`src/rtl/pixel_array_ctrl_if.sv`:
```
// Purpose: bundles the pixel-array control, shared DATA bus and pixel output signals.
// Ports: master = sequencing controller side, slave = array / downstream side.
// Widths follow CNT_W (DATA bus width) and NPIX (one READ line per pixel).
interface pixel_array_ctrl_if #(
    parameter int CNT_W = 8,
    parameter int NPIX  = 4
);
    logic             START;
    logic             CONTINUOUS;
    logic [7:0]       EXPOSE_TIME;
    logic             ERASE;
    logic             ARRAY_RESET;
    logic             EXPOSE;
    logic             CONVERT;
    logic [NPIX-1:0]  READ;
    logic [CNT_W-1:0] DATA_OUT;
    logic             DATA_OUT_EN;
    logic [CNT_W-1:0] DATA_IN;
    logic [CNT_W-1:0] PIXEL_DATA;
    logic [1:0]       PIXEL_IDX;
    logic             PIXEL_VALID;
    logic             BUSY;
    logic             FRAME_DONE;

    modport master (
        input  START, CONTINUOUS, EXPOSE_TIME, DATA_IN,
        output ERASE, ARRAY_RESET, EXPOSE, CONVERT, READ, DATA_OUT, DATA_OUT_EN,
               PIXEL_DATA, PIXEL_IDX, PIXEL_VALID, BUSY, FRAME_DONE
    );

    modport slave (
        output START, CONTINUOUS, EXPOSE_TIME, DATA_IN,
        input  ERASE, ARRAY_RESET, EXPOSE, CONVERT, READ, DATA_OUT, DATA_OUT_EN,
               PIXEL_DATA, PIXEL_IDX, PIXEL_VALID, BUSY, FRAME_DONE
    );
endinterface

```
`src/rtl/pixel_array_ctrl.sv`:
```
// Purpose: frame sequencer for the 2x2 pixel array: erase, expose, ramp conversion,
//          bus turnaround, then one two-cycle read slot per pixel.
// Ports: clk, reset (async, active-high); bus = pixel_array_ctrl_if.master.
// Latency: START sampled at edge k -> ERASE high from cycle k+1; pixel strobe one cycle
//          after its sample. No backpressure: START is ignored while BUSY, no queuing.
module pixel_array_ctrl #(
    parameter int ERASE_CYCLES = 5,
    parameter int CNT_W        = 8,
    parameter int NPIX         = 4
) (
    input  logic               clk,
    input  logic               reset,
    pixel_array_ctrl_if.master bus
);
    // One shared counter serves every timed state, so it must hold the largest of:
    // conversion count, 8-bit exposure, erase length and read-slot count.
    localparam int CW_A = (CNT_W > 8) ? CNT_W : 8;
    localparam int CW_B = ($clog2(ERASE_CYCLES + 1) > CW_A) ? $clog2(ERASE_CYCLES + 1) : CW_A;
    localparam int CW   = ($clog2(2 * NPIX + 1) > CW_B) ? $clog2(2 * NPIX + 1) : CW_B;

    localparam logic [CW-1:0] ERASE_LAST = CW'(ERASE_CYCLES - 1);
    localparam logic [CW-1:0] CONV_LAST  = CW'({CNT_W{1'b1}});
    localparam logic [CW-1:0] READ_LAST  = CW'(2 * NPIX - 1);

    typedef enum logic [2:0] {
        S_IDLE,
        S_ERASE,
        S_EXPOSE,
        S_CONVERT,
        S_TURN,
        S_READ,
        S_DONE
    } state_t;

    state_t          state, state_nx;
    logic [CW-1:0]   cnt, cnt_nx;
    logic [7:0]      exp_len, exp_len_nx;
    logic [7:0]      exp_lat;
    logic [CW-1:0]   expose_last;

    // Next values of the registered array-side outputs.
    logic             erase_nx, expose_nx, convert_nx, dout_en_nx, busy_nx, done_nx;
    logic [NPIX-1:0]  read_nx;
    logic [CNT_W-1:0] dout_nx;

    // Output registers.
    logic             erase_q, expose_q, convert_q, dout_en_q, busy_q, done_q;
    logic [NPIX-1:0]  read_q;
    logic [CNT_W-1:0] dout_q;
    logic [CNT_W-1:0] pix_dat_q;
    logic [1:0]       pix_idx_q;
    logic             pix_vld_q;
    logic             sample;

    // A zero exposure request still gives one exposure cycle.
    assign exp_lat     = (bus.EXPOSE_TIME == 8'd0) ? 8'd1 : bus.EXPOSE_TIME;
    assign expose_last = CW'(exp_len - 8'd1);

    // Second cycle of each read slot: bus has settled for a full cycle.
    assign sample = (state == S_READ) && cnt[0];

    always_comb begin
        state_nx   = state;
        cnt_nx     = cnt;
        exp_len_nx = exp_len;
        case (state)
            S_IDLE: begin
                if (bus.START) begin
                    state_nx   = S_ERASE;
                    cnt_nx     = '0;
                    exp_len_nx = exp_lat;
                end
            end
            S_ERASE: begin
                if (cnt == ERASE_LAST) begin
                    state_nx = S_EXPOSE;
                    cnt_nx   = '0;
                end else begin
                    cnt_nx = cnt + 1'b1;
                end
            end
            S_EXPOSE: begin
                if (cnt == expose_last) begin
                    state_nx = S_CONVERT;
                    cnt_nx   = '0;
                end else begin
                    cnt_nx = cnt + 1'b1;
                end
            end
            S_CONVERT: begin
                if (cnt == CONV_LAST) begin
                    state_nx = S_TURN;
                    cnt_nx   = '0;
                end else begin
                    cnt_nx = cnt + 1'b1;
                end
            end
            S_TURN: begin
                state_nx = S_READ;
                cnt_nx   = '0;
            end
            S_READ: begin
                if (cnt == READ_LAST) begin
                    state_nx = S_DONE;
                    cnt_nx   = '0;
                end else begin
                    cnt_nx = cnt + 1'b1;
                end
            end
            S_DONE: begin
                cnt_nx = '0;
                if (bus.CONTINUOUS) begin
                    state_nx   = S_ERASE;
                    exp_len_nx = exp_lat;
                end else begin
                    state_nx = S_IDLE;
                end
            end
            default: begin
                state_nx = S_IDLE;
                cnt_nx   = '0;
            end
        endcase
    end

    // Outputs are decoded from the next state and registered alongside it, so every
    // output changes on the same edge as the state it belongs to.
    always_comb begin
        erase_nx   = (state_nx == S_ERASE);
        expose_nx  = (state_nx == S_EXPOSE);
        convert_nx = (state_nx == S_CONVERT);
        dout_en_nx = (state_nx == S_CONVERT);
        busy_nx    = (state_nx != S_IDLE);
        done_nx    = (state_nx == S_DONE);
        dout_nx    = '0;
        read_nx    = '0;
        if (state_nx == S_CONVERT) begin
            dout_nx = cnt_nx[CNT_W-1:0];
        end
        if (state_nx == S_READ) begin
            // Two counter steps per pixel: cnt[CW-1:1] is the pixel index.
            read_nx = {{(NPIX-1){1'b0}}, 1'b1} << cnt_nx[CW-1:1];
        end
    end

    always_ff @(posedge clk or posedge reset) begin
        if (reset) begin
            state     <= S_IDLE;
            cnt       <= '0;
            exp_len   <= '0;
            erase_q   <= 1'b0;
            expose_q  <= 1'b0;
            convert_q <= 1'b0;
            dout_en_q <= 1'b0;
            busy_q    <= 1'b0;
            done_q    <= 1'b0;
            read_q    <= '0;
            dout_q    <= '0;
            pix_dat_q <= '0;
            pix_idx_q <= '0;
            pix_vld_q <= 1'b0;
        end else begin
            state     <= state_nx;
            cnt       <= cnt_nx;
            exp_len   <= exp_len_nx;
            erase_q   <= erase_nx;
            expose_q  <= expose_nx;
            convert_q <= convert_nx;
            dout_en_q <= dout_en_nx;
            busy_q    <= busy_nx;
            done_q    <= done_nx;
            read_q    <= read_nx;
            dout_q    <= dout_nx;
            pix_vld_q <= sample;
            if (sample) begin
                pix_dat_q <= bus.DATA_IN;
                pix_idx_q <= cnt[2:1];
            end
        end
    end

    assign bus.ERASE       = erase_q;
    assign bus.ARRAY_RESET = erase_q;
    assign bus.EXPOSE      = expose_q;
    assign bus.CONVERT     = convert_q;
    assign bus.READ        = read_q;
    assign bus.DATA_OUT    = dout_q;
    assign bus.DATA_OUT_EN = dout_en_q;
    assign bus.PIXEL_DATA  = pix_dat_q;
    assign bus.PIXEL_IDX   = pix_idx_q;
    assign bus.PIXEL_VALID = pix_vld_q;
    assign bus.BUSY        = busy_q;
    assign bus.FRAME_DONE  = done_q;
endmodule

```
`src/flat_wrapper.sv`:
```
// flat-port wrapper written by rule: the top's interface ports become plain ports
module pixel_array_ctrl_flat 
#(
    parameter int ERASE_CYCLES = 5,
    parameter int CNT_W        = 8,
    parameter int NPIX         = 4
)
  (clk, reset, bus_START, bus_CONTINUOUS, bus_EXPOSE_TIME, bus_DATA_IN, bus_ERASE, bus_ARRAY_RESET, bus_EXPOSE, bus_CONVERT, bus_READ, bus_DATA_OUT, bus_DATA_OUT_EN, bus_PIXEL_DATA, bus_PIXEL_IDX, bus_PIXEL_VALID, bus_BUSY, bus_FRAME_DONE);
  pixel_array_ctrl_if #(.CNT_W(CNT_W), .NPIX(NPIX)) bus_i ();
  input  logic clk;
  input  logic reset;
  input wire logic [$bits(bus_i.START)-1:0] bus_START;
  input wire logic [$bits(bus_i.CONTINUOUS)-1:0] bus_CONTINUOUS;
  input wire logic [$bits(bus_i.EXPOSE_TIME)-1:0] bus_EXPOSE_TIME;
  input wire logic [$bits(bus_i.DATA_IN)-1:0] bus_DATA_IN;
  output wire logic [$bits(bus_i.ERASE)-1:0] bus_ERASE;
  output wire logic [$bits(bus_i.ARRAY_RESET)-1:0] bus_ARRAY_RESET;
  output wire logic [$bits(bus_i.EXPOSE)-1:0] bus_EXPOSE;
  output wire logic [$bits(bus_i.CONVERT)-1:0] bus_CONVERT;
  output wire logic [$bits(bus_i.READ)-1:0] bus_READ;
  output wire logic [$bits(bus_i.DATA_OUT)-1:0] bus_DATA_OUT;
  output wire logic [$bits(bus_i.DATA_OUT_EN)-1:0] bus_DATA_OUT_EN;
  output wire logic [$bits(bus_i.PIXEL_DATA)-1:0] bus_PIXEL_DATA;
  output wire logic [$bits(bus_i.PIXEL_IDX)-1:0] bus_PIXEL_IDX;
  output wire logic [$bits(bus_i.PIXEL_VALID)-1:0] bus_PIXEL_VALID;
  output wire logic [$bits(bus_i.BUSY)-1:0] bus_BUSY;
  output wire logic [$bits(bus_i.FRAME_DONE)-1:0] bus_FRAME_DONE;
  assign bus_i.START = bus_START;
  assign bus_i.CONTINUOUS = bus_CONTINUOUS;
  assign bus_i.EXPOSE_TIME = bus_EXPOSE_TIME;
  assign bus_i.DATA_IN = bus_DATA_IN;
  assign bus_ERASE = bus_i.ERASE;
  assign bus_ARRAY_RESET = bus_i.ARRAY_RESET;
  assign bus_EXPOSE = bus_i.EXPOSE;
  assign bus_CONVERT = bus_i.CONVERT;
  assign bus_READ = bus_i.READ;
  assign bus_DATA_OUT = bus_i.DATA_OUT;
  assign bus_DATA_OUT_EN = bus_i.DATA_OUT_EN;
  assign bus_PIXEL_DATA = bus_i.PIXEL_DATA;
  assign bus_PIXEL_IDX = bus_i.PIXEL_IDX;
  assign bus_PIXEL_VALID = bus_i.PIXEL_VALID;
  assign bus_BUSY = bus_i.BUSY;
  assign bus_FRAME_DONE = bus_i.FRAME_DONE;
  pixel_array_ctrl #(.ERASE_CYCLES(ERASE_CYCLES), .CNT_W(CNT_W), .NPIX(NPIX)) u_core (.clk(clk), .reset(reset), .bus(bus_i));
endmodule
```
`config.mk`:
```
export PLATFORM = sky130hd
export DESIGN_NAME = pixel_array_ctrl_flat
export DESIGN_NICKNAME = d
export VERILOG_FILES = /design/src/rtl/pixel_array_ctrl_if.sv /design/src/rtl/pixel_array_ctrl.sv /design/src/flat_wrapper.sv
export SDC_FILE = /design/constraint.sdc
export NUM_CORES = 1
export LEC_CHECK = 0
export BUFFER_PORTS_ARGS = -buffer_cell sky130_fd_sc_hd__buf_2
export CAP_MARGIN = 40
export CORE_MARGIN = 3
export CORE_UTILIZATION = 49
export CTS_BUF_LIST = sky130_fd_sc_hd__clkbuf_16
export CTS_CLUSTER_SIZE = 16
export DETAILED_ROUTE_END_ITERATION = 8
export PLACE_DENSITY = 0.75
export SLEW_MARGIN = 20
export SYNTH_ARGS = -nofsm -noshare
export SYNTH_HDL_FRONTEND = slang
export SYNTH_SLANG_ARGS = --single-unit
```
`constraint.sdc`:
```
create_clock -name clk -period 2.46 [get_ports clk]
set_input_delay 0.123 -clock clk [delete_from_list [all_inputs] [get_ports clk]]
set_output_delay 0.123 -clock clk [all_outputs]
set_load 0.01 [all_outputs]
```
Word level (Yosys, flattened, before mapping)
Index checks and enable logic that the tools add are counted.
- output and inout bits: 30
- input port bits: 20
- word-level logic and storage cells: 58
- flip-flop bits (word level): 47
- multiplexer cells: 19
- reductions and logical operators: 6
- add/subtract/negate cells: 2
- shifts and indexed selects: 1
- equality and inequality tests: 17
- operators by type and width (cell ; number):
    $mux W8 ; 9
    $pmux W8 S5 ; 1
    $pmux W3 S7 ; 1
    $eq A8 B3 Y1 const B ; 2
    $pmux W8 S2 ; 1
    $eq A3 B3 Y1 const B ; 5
    $mux W3 ; 5
    $eq A3 B2 Y1 const B ; 4
    $add A8 B1 Y8 const B ; 1
    $eq A8 B8 Y1 ; 1
    $eq A8 B8 Y1 const B ; 1
    $logic_not A8 Y1 ; 1
    $sub A8 B1 Y8 const B ; 1
    $shl A1 B7 Y4 const A ; 1
    $eq A3 B1 Y1 const B ; 2
    $mux W4 ; 1
    $ne A2 B2 Y1 const B ; 2
    $logic_not A3 Y1 ; 1
    $reduce_and A3 Y1 ; 1
    $reduce_bool A3 Y1 ; 1
    $reduce_bool A2 Y1 ; 1
    $logic_and A1 B1 Y1 ; 1
    $mux W1 ; 1

Depth between registers and ports, before layout
Gate-level depths: netlist of the first run.
- word-level depth: 6
- depth in mapped cells: 11
- gate-level depth less buffers: 10

Least setup slack after synthesis of the first run
OpenSTA, ideal clock, no wires.
- path type: register to register
- from: register u_core.exp_len[0]
- to: register u_core.read_q[3] (netlist: u_core.bus.READ[3])
- slack: 49 ps
- period minus slack after synthesis: 2411 ps
- required time: 2393 ps
- data arrival time: 2345 ps
- stages on the path, launching flop included: 12
- buffers on the path: 1
- cells stage by stage: dfrtp_1 -> inv_1 -> ha_1 -> buf_4 -> xor2_1 -> nand3_1 -> o41ai_4 -> a2bb2oi_2 -> o211ai_2 -> o31ai_1 -> nand4b_1 -> and3b_1
- cells in the longest elaborated chain, start to end: 6
- ends and longest elaborated chain (item ; line ; text):
    start, declared ; pixel_array_ctrl.sv:37 ; logic [7:0] exp_len, exp_len_nx;
    start signal, assigned ; pixel_array_ctrl.sv:165 ; exp_len <= exp_len_nx;
    $sub A8 B1 Y8 (*) ; pixel_array_ctrl.sv:57 ; assign expose_last = CW'(exp_len - 8'd1);
    $eq A8 B8 Y1 (*) ; pixel_array_ctrl.sv:83 ; if (cnt == expose_last) begin
    $mux W3 / $mux W8 (equally long branches) ; pixel_array_ctrl.sv:83 ;
    $pmux W3 S7 / $pmux W8 S5 (equally long branches) ; pixel_array_ctrl.sv:66 ; case (state)
    $eq A3 B3 Y1 / $shl A1 B7 Y4 (equally long branches) ; pixel_array_ctrl.sv:140, pixel_array_ctrl.sv:142 ;
    $mux W4 (*) ; pixel_array_ctrl.sv:140 ; if (state_nx == S_READ) begin
    named net u_core.read_nx[3] ; pixel_array_ctrl.sv:43 ; logic [NPIX-1:0] read_nx;
    end signal, assigned ; pixel_array_ctrl.sv:172 ; read_q <= read_nx;
    end, declared ; pixel_array_ctrl.sv:48 ; logic [NPIX-1:0] read_q;
Mark *: on every way through the listed nets, which the timed path passes. The rest lies on a longest branch.
A chain may end at the register's enable or synchronous reset.

Worst setup path after layout of the first run
- from: register u_core.exp_len[0]
- to: register u_core.read_q[0] (netlist: u_core.bus.READ[0])
Same word-level chain as after synthesis.

==> results of run 1 <==
==> routing by layer <==
layer	track usage [%]	wire, um	vias up
met4	6.23	105	0
met5	0	0	-
met2	34.2	2980	83
met1	26.9	2550	1026
met3	3.60	356	11
li1	-	-	1024
==> worst max-delay path, delay by kind of cell, from the launching register on <==
kind | cells | cell delay [ns]
flip-flops | 1 | 0.38
AO/OA/AOI/OAI | 4 | 0.95
adder cells (fa/ha/maj) | 1 | 0.17
AND/OR/NAND/NOR | 4 | 0.64
buffers and inverters | 2 | 0.20
==> logic make-up after synthesis <==
family          count (synthesis)  share of synthesized area [%]
compound gates                 49                           14.9
xor+xnor                       14                           4.91
fa+ha+maj                       3                           1.50
buf+inv                        24                           4.76
flops                          47                           47.1
mux                             7                           3.11
simple gates                  112                           23.7
==> what timing repair did <==
action,4_1_cts,5_1_grt
hold buffers,1,0
endpoints found under the hold margin,15,0
gates resized for setup,11,11
cloned,0,0
endpoints found under the setup margin,4,7
setup buffers,1,3
pin swaps,4,4
==> registers in the layout, summed over array words and instances (netlist names), 2 cells and up <==
name	count
u_core.bus.READ	4
u_core.state	3
u_core.bus.DATA_OUT	8
u_core.bus.PIXEL_IDX	2
u_core.bus.PIXEL_DATA	8
u_core.cnt	8
u_core.exp_len	8
==> power groups by stage <==
stage / clock network [uW] / logic, uW / registers [uW]
6_report: 782 / 1900 / 1140
5_1_grt: 829 / 2040 / 1160
4_1_cts: 788 / 1720 / 1120
3_5_place_dp: 0 / 1580 / 1120
3_3_place_gp: 0 / 1540 / 1110
2_1_floorplan: 0 / 1180 / 1070
==> area by class of cell <==
class                   instances  area share (%)
well taps                      67            2.58
repair buffers                 77            14.6
inverters                      10            1.16
multi-input cells             185            40.1
flip-flops and latches         47            36.3
clock buffers                   5            3.85
clock inverters                 3            1.46
==> placed cells by master, fill, tap and decap left out, drive strengths merged, types with 3 or more instances in the layout <==
cell / instances
xnor2: 6
a21boi: 3
a21oi: 8
xor2: 8
and3: 4
nand2b: 6
inv: 10
clkbuf: 5
dfrtp: 47
mux2: 6
ha: 3
o21ai: 16
o21bai: 3
or2: 3
nand2: 38
nor4: 4
nor2: 21
nor2b: 8
buf: 76
nor3: 6
nand3: 9
o31ai: 3
==> metrics by stage <==
stage	hold WS, ns	total power (uW)	setup TNS (ns)
2_1_floorplan	0.228	2250	0
3_3_place_gp	0.313	2660	0
3_5_place_dp	0.119	2700	-0.192
4_1_cts	0.0226	3630	0
5_1_grt	0.0378	4040	-0.484
6_report	0.0224	3820	0
==> worst paths after layout <==
path / endpoint / slack [ns]
worst max-delay path: u_core.bus.READ[0] / 0.03
worst min-delay path: u_core.bus.PIXEL_DATA[3] / 0.02
max in group asynchronous: u_core.bus.FRAME_DONE / 1.64
worst min register to register: u_core.bus.PIXEL_DATA[2] / 0.47
min in group asynchronous: u_core.cnt[5] / 0.35
worst max register to register: u_core.bus.READ[0] / 0.03
==> impl_metrics.env, run 1 <==
export IMPL_critical_path_class="reg2reg"
export IMPL_crit_fanout=7
export IMPL_dp_cells=381
export IMPL_grt_pass1_vias=2036
export IMPL_leakagePower_uw=0.00154
export IMPL_worstHoldStart="bus_DATA_IN[3]"
export IMPL_start_util_pct=51.8
export IMPL_root_buffer="clkbuf_16"
export IMPL_syn_area_sq_mm=0.00250
export IMPL_floorplan_rows=25
export IMPL_die_w_um=77.4
export IMPL_p_sw_uw=1530
export IMPL_vias=2144
export IMPL_postRouteAntennaNets=0
export IMPL_yosysMostFrequentCell="dfrtp_1"
export IMPL_synth_edf_count=0
export IMPL_skew_ns=0.00830
export IMPL_arrival_ns=2.63
export IMPL_preCtsSetupSlack_ns=-0.0630
export IMPL_status="finished clean"
export IMPL_antenna_found_initial=0
export IMPL_setup_viol=0
export IMPL_stdcell_count=394
export IMPL_cts_tree="yes"
export IMPL_rsz0062_at_grt="yes"
export IMPL_seq_power_share_pct=29.8
export IMPL_finalHoldViolCount=0
export IMPL_cts_buffers=5
export IMPL_layout_drive_gt1_share_pct=36.7
export IMPL_reg2reg_depth=11
export IMPL_ys_top_cells_by_area="dfrtp_1 (47%), nand2_1 (5.7%), nor2_1 (3.2%), xor2_1 (2.8%), mux2_2 (2.7%)"
export IMPL_crit_required_ns=2.66
export IMPL_nets=349
export IMPL_finalMaxSlewViolations=0
export IMPL_max_freq_mhz=411
export IMPL_synth_top_area_share_pct=47.1
export IMPL_finalCritPeriodShare_pct=98.9
export IMPL_drt_iter0_markers=138
export IMPL_htree_levels=2
export IMPL_yosysTopAreaCell="dfrtp_1"
export IMPL_cp_startpoint="u_core.exp_len[0]"
export IMPL_area_growth_pct=30.1
export IMPL_wire_per_inst_um=15.2
export IMPL_worst_pin_slew_ns=0.628
export IMPL_core_area_sq_mm=0.00482
export IMPL_ff_latch_area_sq_mm=0.00118
export IMPL_clk_latency_ns=0.29
export IMPL_hold_depth=3
export IMPL_grt_usage_pct=20.4
export IMPL_hold_path_class="in2reg"
export IMPL_fin_crit_ns=2.43
export IMPL_place_gp_congestion=0.872
export IMPL_ir_drop_uv=898
export IMPL_final_util_pct=67.4
export IMPL_grt_first_pass_wirelength_mm=9.72
export IMPL_start_kind="flop"
export IMPL_io_pins=50
export IMPL_p_sw_share_pct=40.1
export IMPL_power_share_clock_pct=20.5
export IMPL_r2r_start="u_core.exp_len[0]"
export IMPL_synthTopCellsByCount="dfrtp_1 (47), nand2_1 (38), nor2_1 (21)"
export IMPL_syn_num_nets=279
export IMPL_fill_cells=405
export IMPL_async_flop_share_pct=100
export IMPL_post_route_worst_setup_slack_ns=0.0272
export IMPL_die_area_sq_mm=0.00599
export IMPL_synth_ff_latch_count=47
export IMPL_path_cells="inv_2 -> ha_4 -> buf_6 -> nor2_4 -> nor3_4 -> o41ai_4 -> a2bb2oi_2 -> o211ai_2 -> o31ai_1 -> nand4b_1 -> nor3_1"
export IMPL_cp_slowest_stage_delay_ns=0.38
export IMPL_syn_inst=256
export IMPL_multi_input_area_sq_mm=0.00130
export IMPL_yosys_warnings=0
export IMPL_final_area_sq_mm=0.00325
export IMPL_grt_max_degree=33
export IMPL_io_buffers=49
export IMPL_viasPerCell=5.44
export IMPL_cts_buffer_depth=2
export IMPL_cap_violations=0
export IMPL_cp_slowest_cell="dfrtp_1"
export IMPL_relSlewSlack_pct=58.1
export IMPL_cp_end_kind="flop"
export IMPL_drt_pass1_iterations=4
export IMPL_synth_seq_area_share_pct=47.1
export IMPL_n_antenna_cell=0
export IMPL_clock_sinks=47
export IMPL_drc=0
export IMPL_path_clk_slew_ns=0.07
export IMPL_p_per_area_mw_per_mm2=1180
export IMPL_die_y_um=77.4
export IMPL_synth_cell_types=59
export IMPL_p_int_uw=2290
export IMPL_overflow=0
export IMPL_ys_flop_type="dfrtp_1"
export IMPL_routed_wl_mm=5.98
export IMPL_avgSynthCellArea_sq_um=9.75
export IMPL_combPwrFrac_pct=49.8
export IMPL_dp_hpwl_mm=4.06
export IMPL_placed_cell_area_sq_mm=0.00293
(Power assumes the default switching activity.)
==> run 2: changes to the inputs <==
ABC_AREA = 1   (was not set)
==> run 2 against run 1 <==
Net effect:
- clock power fell by 16%
- first-iteration DRC count rose by 1.4%
- critical path depth rose by 5
==> impl_metrics.env, run 2 <==
export IMPL_cap_violations=0
export IMPL_synth_edf_count=0
export IMPL_syn_inst=317
export IMPL_core_area_sq_mm=0.00482
export IMPL_cts_buffer_depth=2
export IMPL_n_antenna_cell=0
export IMPL_path_buf_inv=2
export IMPL_async_flop_share_pct=100
export IMPL_max_freq_mhz=456
export IMPL_final_util_pct=62.3
export IMPL_synth_mux_area_share_pct=0.899
export IMPL_ys_flop_type="dfrtp_1"
export IMPL_yosysMostFrequentCell="nand2_1"
export IMPL_synthSimpleGateAreaFrac_pct=34.0
export IMPL_die_area_sq_mm=0.00601
export IMPL_wire_per_inst_um=12.9
export IMPL_layout_drive_gt1_share_pct=26.6
export IMPL_whs_ns=0.0392
export IMPL_drt_pass1_iterations=7
export IMPL_critPathTopFamily="simple AND/OR/NAND/NOR gates"
export IMPL_synth_ff_latch_count=47
export IMPL_yosys_area_share_adder_pct=1.50
export IMPL_routed_wl_mm=5.68
export IMPL_hold_path_class="in2reg"
export IMPL_synth_top_family_by_area="simple AND/OR/NAND/NOR gates"
export IMPL_floorplan_rows=25
export IMPL_place_gp_congestion=0.897
export IMPL_die_w_um=77.5
export IMPL_grt_pass1_vias=2043
export IMPL_vias=2181
export IMPL_synth_top_area_share_pct=46.9
export IMPL_leakagePower_uw=0.00156
export IMPL_relSlewSlack_pct=63.3
export IMPL_yosysTopAreaCell="dfrtp_1"
export IMPL_setup_viol=0
export IMPL_path_cells="inv_1 -> ha_1 -> inv_1 -> nand2_1 -> nand2_1 -> nand2_1 -> nor2_1 -> nand3_1 -> nor2_4 -> nand3_4 -> nand2_2 -> nand2_2 -> nand2_2 -> o21ai_2 -> nand3b_1 -> nor2_1"
export IMPL_fill_cells=462
export IMPL_viasPerCell=4.97
export IMPL_stdcell_count=439
export IMPL_layout_common_cells="nand2_1 (86), buf_2 (49), dfrtp_1 (47)"
export IMPL_io_buffers=49
export IMPL_critical_path_class="reg2reg"
export IMPL_finalCritPeriodShare_pct=89.2
export IMPL_synth_cell_types=37
export IMPL_finalMaxSlewViolations=0
export IMPL_synth_compound_area_share_pct=6.09
export IMPL_rsz0062_at_grt="no"
export IMPL_dp_hpwl_mm=4.29
export IMPL_area_growth_pct=19.7
export IMPL_start_kind="flop"
export IMPL_arrival_ns=2.41
export IMPL_crit_required_ns=2.67
export IMPL_dp_cells=430
export IMPL_syn_area_sq_mm=0.00251
export IMPL_synthXorXnorAreaFrac_pct=1.95
export IMPL_root_buffer="clkbuf_16"
export IMPL_grt_first_pass_wirelength_mm=9.63
export IMPL_overflow=0
export IMPL_antenna_found_initial=0
export IMPL_layout_commonest_cell="nand2_1"
export IMPL_grt_max_degree=25
export IMPL_clock_sinks=47
export IMPL_status="finished clean"
export IMPL_preCtsSetupSlack_ns=0.302
export IMPL_yosys_warnings=0
export IMPL_p_per_area_mw_per_mm2=1130
export IMPL_cp_slowest_cell="dfrtp_1"
export IMPL_syn_num_nets=340
export IMPL_grt_usage_pct=20.3
export IMPL_fin_tns_setup_ns=0
export IMPL_cts_setup_buffers=0
export IMPL_cts_tree="yes"
export IMPL_htree_levels=2
export IMPL_finalHoldViolCount=0
export IMPL_synth_seq_area_share_pct=46.9
export IMPL_cts_buffers=5
export IMPL_fin_crit_ns=2.19
export IMPL_crit_fanout=6
export IMPL_cp_end_kind="flop"
export IMPL_drc=0
export IMPL_ir_drop_uv=546
export IMPL_skew_ns=0.00239
export IMPL_die_y_um=77.5
export IMPL_synthTopCellsByCount="nand2_1 (86), dfrtp_1 (47), nor2_1 (41)"
export IMPL_postRouteAntennaNets=0
export IMPL_ys_top_cells_by_area="dfrtp_1 (47%), nand2_1 (13%), nor2_1 (6.1%), inv_1 (4.9%), nand3_1 (3.8%)"
export IMPL_post_route_worst_setup_slack_ns=0.266
export IMPL_avgSynthCellArea_sq_um=7.91
export IMPL_worst_pin_slew_ns=0.549
export IMPL_path_clk_slew_ns=0.06
export IMPL_cp_slowest_stage_delay_ns=0.38
export IMPL_drt_iter0_markers=140
export IMPL_nets=394
export IMPL_clk_latency_ns=0.28
export IMPL_start_util_pct=52.0
export IMPL_io_pins=50
==> run 2: changes by cell type after synthesis, moves of 5 or more <==
cell	change
nand2_1	+48
xnor2_1	-5
nor2_1	+20
nor2b_1	-8
inv_2	+14
inv_1	+24
xor2_1	-6
nand3_1	+10
==> run 2: tightest hold or removal path, delay by kind of cell <==
| family | cells | cell delay [ns] |
|---|---|---|
| buf+inv | 1 | 0.07 |
| simple gates | 2 | 0.09 |
==> run 2: path summary, 6_finish.rpt <==
check                                         start                        to  slack [ns]  depth (start not counted)
max reg2reg                       u_core.exp_len[0]        u_core.bus.READ[0]        0.27                         16
min reg2reg                u_core.bus.PIXEL_DATA[0]  u_core.bus.PIXEL_DATA[0]        0.47                          2
min in group asynchronous                     reset    u_core.bus.DATA_OUT[1]        0.43                          3
max in group asynchronous                     reset         u_core.exp_len[4]        1.53                          4
max                               u_core.exp_len[0]        u_core.bus.READ[0]        0.27                         16
min                                  bus_DATA_IN[6]  u_core.bus.PIXEL_DATA[6]        0.04                          3
==> run 2: layer usage <==
layer | global-route usage (%) | part of all wire (%) | routed length (um)
met3 | 3.71 | 4.9 | 277
met1 | 27.7 | 46 | 2610
met2 | 33.3 | 48 | 2730
met5 | 0 | 0 | 0
met4 | 5.69 | 1.1 | 63
==> run 2: kinds of logic after synthesis <==
group | after synthesis
adders and majority gates | 3
DFF | 47
and+or+nand+nor | 182
AOI/OAI and AO/OA | 25
muxes | 2
xor gates and xnor gates | 4
buffers and inverters | 54
==> run 2: metrics by stage <==
stage	total power, uW	area, sq um
after global routing	3660	3000
final	3390	3000
after global placement	2680	2820
after CTS	3390	3000
after floorplan	2350	2510
after detailed placement	2710	2840
==> run 2: what timing repair did <==
action / 4_1_cts / 5_1_grt
hold buffers: 1 / 0
setup endpoints to repair: 0 / 1
resized for setup: 0 / 1
hold endpoints to repair: 23 / 0
==> run 2: report_power, final <==
part	total, uW	internal, uW	leakage, uW	switching, uW
sequential	1130	958	0.000584	175
clock	660	375	0.0000674	286
combinational	1590	571	0.000910	1020
total	3390	1900	0.00156	1480
==> run 2: final cells by class <==
class / instances / area [sq um] / share of cell area, %
well taps: 67 / 83.8 / 2.79
clock buffers: 5 / 125 / 4.17
clock inverters: 3 / 20.0 / 0.667
flip-flops and latches: 47 / 1180 / 39.2
inverters: 48 / 180 / 6.01
repair buffers: 53 / 298 / 9.92
multi-input cells: 216 / 1120 / 37.2
==> run 3: changes to the inputs <==
BUFFER_PORTS_ARGS = not set   (was -buffer_cell sky130_fd_sc_hd__buf_2)
CORE_UTILIZATION = 50   (was 49)
DONT_BUFFER_PORTS = 1   (was not set)
PLACE_DENSITY = 0.68   (was 0.75)
==> run 3 against run 2 <==
Net effect:
- critical path type unchanged
- critical endpoint unchanged
- critical path depth decreased by 1
- largest cell class unchanged
- final area decreased by 3.0%
- utilization decreased by 1.5 points
- die area decreased by 1.8%
- sequential power increased by 4%
- worst hold slack improved by 0.031 ns
- first-iteration DRC count increased by 20%
- non-clock buffer count decreased by 33
- clock-buffer cell count unchanged
==> impl_metrics.env, run 3 (synthesis gave the netlist of run 2 again) <==
export IMPL_min_to="u_core.exp_len[0]"
export IMPL_die_area_sq_mm=0.00590
export IMPL_area_growth_pct=16.1
export IMPL_overflow=0
export IMPL_io_buffers=0
export IMPL_place_gp_congestion=0.871
export IMPL_grt_usage_pct=20.3
export IMPL_layout_drive_gt1_share_pct=14.7
export IMPL_die_w_um=76.8
export IMPL_fin_tns_setup_ns=0
export IMPL_setup_viol=0
export IMPL_arrival_ns=2.42
export IMPL_critPathTopFamily="simple AND/OR/NAND/NOR gates"
export IMPL_cp_slowest_stage_delay_ns=0.38
export IMPL_hold_path_class="in2reg"
export IMPL_grt_pass1_vias=1982
export IMPL_core_area_sq_mm=0.00479
export IMPL_drc=0
export IMPL_path_buf_inv=2
export IMPL_cts_tree="yes"
export IMPL_routed_wl_mm=5.70
export IMPL_cts_buffer_depth=2
export IMPL_reg2reg_to="u_core.bus.READ[0]"
export IMPL_floorplan_rows=25
export IMPL_n_antenna_cell=0
export IMPL_viasPerCell=5.16
export IMPL_crit_required_ns=2.67
export IMPL_preCtsSetupSlack_ns=0.289
export IMPL_reg2reg_depth=15
export IMPL_r2r_start="u_core.exp_len[0]"
export IMPL_start_kind="flop"
export IMPL_stdcell_count=406
export IMPL_worstHoldStart="bus_EXPOSE_TIME[0]"
export IMPL_path_clk_slew_ns=0.06
export IMPL_antenna_found_initial=0
export IMPL_postRouteAntennaNets=0
export IMPL_relSlewSlack_pct=64.4
export IMPL_skew_ns=0.00267
export IMPL_drt_pass1_iterations=4
export IMPL_start_util_pct=52.4
export IMPL_r2r_setup_slack_ns=0.26
export IMPL_fin_crit_ns=2.20
export IMPL_finalCritPeriodShare_pct=89.5
export IMPL_p_per_area_mw_per_mm2=1150
export IMPL_wire_per_inst_um=14.0
export IMPL_path_cells="inv_1 -> ha_1 -> inv_1 -> nand2_1 -> nand2_1 -> nand2_1 -> nor2_1 -> nand3_1 -> nor2_4 -> nand3_4 -> nand2_2 -> nand3_4 -> a21oi_4 -> nand3b_1 -> nor2_1"
export IMPL_cts_resized=0
export IMPL_root_buffer="clkbuf_16"
export IMPL_hold_depth=2
export IMPL_max_freq_mhz=454
export IMPL_clk_latency_ns=0.29
export IMPL_rsz0062_at_grt="no"
export IMPL_crit_fanout=6
export IMPL_cp_startpoint="u_core.exp_len[0]"
export IMPL_cap_violations=0
export IMPL_dp_hpwl_mm=4.07
export IMPL_cts_buffers=5
export IMPL_leakagePower_uw=0.00142
export IMPL_layout_commonest_cell="nand2_1"
export IMPL_finalHoldViolCount=0
export IMPL_worst_pin_slew_ns=0.533
export IMPL_grt_first_pass_wirelength_mm=9.51
export IMPL_layout_common_cells="nand2_1 (86), dfrtp_1 (47), nor2_1 (41)"
export IMPL_post_route_worst_setup_slack_ns=0.258
export IMPL_io_pins=50
export IMPL_cp_end_kind="flop"
export IMPL_ctsHoldBuffers=16
export IMPL_grt_max_degree=25
export IMPL_cts_setup_buffers=0
export IMPL_clock_sinks=47
export IMPL_drt_iter0_markers=168
export IMPL_cp_slowest_cell="dfrtp_1"
export IMPL_die_y_um=76.8
export IMPL_finalMaxSlewViolations=0
export IMPL_critical_path_class="reg2reg"
export IMPL_status="finished clean"
export IMPL_crit_path_frequent_cell="nand2_1"
export IMPL_ir_drop_uv=555
export IMPL_nets=361
export IMPL_vias=2094
export IMPL_dp_cells=382
export IMPL_htree_levels=2
run 3: worst max-delay path by stage:
stage | end | slack [ns] | cells after the start
final | u_core.bus.READ[0] | 0.26 | 15
after global routing | u_core.bus.READ[1] | 0.02 | 15
after CTS | u_core.bus.READ[0] | 0.25 | 15
after detailed placement | u_core.bus.READ[1] | 0.29 | 16
after global placement | u_core.bus.READ[1] | 0.33 | 16
after floorplan | u_core.bus.READ[0] | 0.60 | 15
run 3: report_power, final:
part / internal (uW) / switching, uW
logic: 548 / 966
clock network: 375 / 288
registers: 959 / 214
total: 1880 / 1470
run 3: layer usage:
layer	routed length, um	track usage [%]	up-vias	part of all wire, %
li1	-	-	1036	-
met1	2490	25.9	987	44
met2	2780	33.8	62	49
met3	336	5.16	9	5.9
met4	87	5.98	0	1.5
met5	0	0	-	0
run 3: worst reg2reg max path, cell delays in order, from the launching register on:
cell and delay [ns]:
dfrtp_1 0.38, inv_1 0.13, ha_1 0.26, inv_1 0.06
nand2_1 0.04, nand2_1 0.06, nand2_1 0.04, nor2_1 0.15
nand3_1 0.13, nor2_4 0.12, nand3_4 0.10, nand2_2 0.12
nand3_4 0.10, a21oi_4 0.16, nand3b_1 0.13, nor2_1 0.14
run 3: final cells by class:
class	instances	area (sq um)
Tap cell	67	83.8
Clock inverter	3	20.0
Inverter	48	180
Timing Repair Buffer	20	210
Clock buffer	5	125
Fill cell	426	1880
Multi-Input combinational cell	216	1110
Sequential cell	47	1180
run 3: stage by stage:
stage | util [%] | total power, uW | area (sq um) | hold WS (ns)
floorplan | - | 2350 | 2510 | 0.240
global placement | 53.9 | 2650 | 2580 | 0.243
detailed placement | 54.4 | 2660 | 2610 | 0.0872
CTS | 60.8 | 3360 | 2910 | 0.0601
global route | 60.8 | 3610 | 2910 | 0.0576
finish | 60.8 | 3350 | 2910 | 0.0699
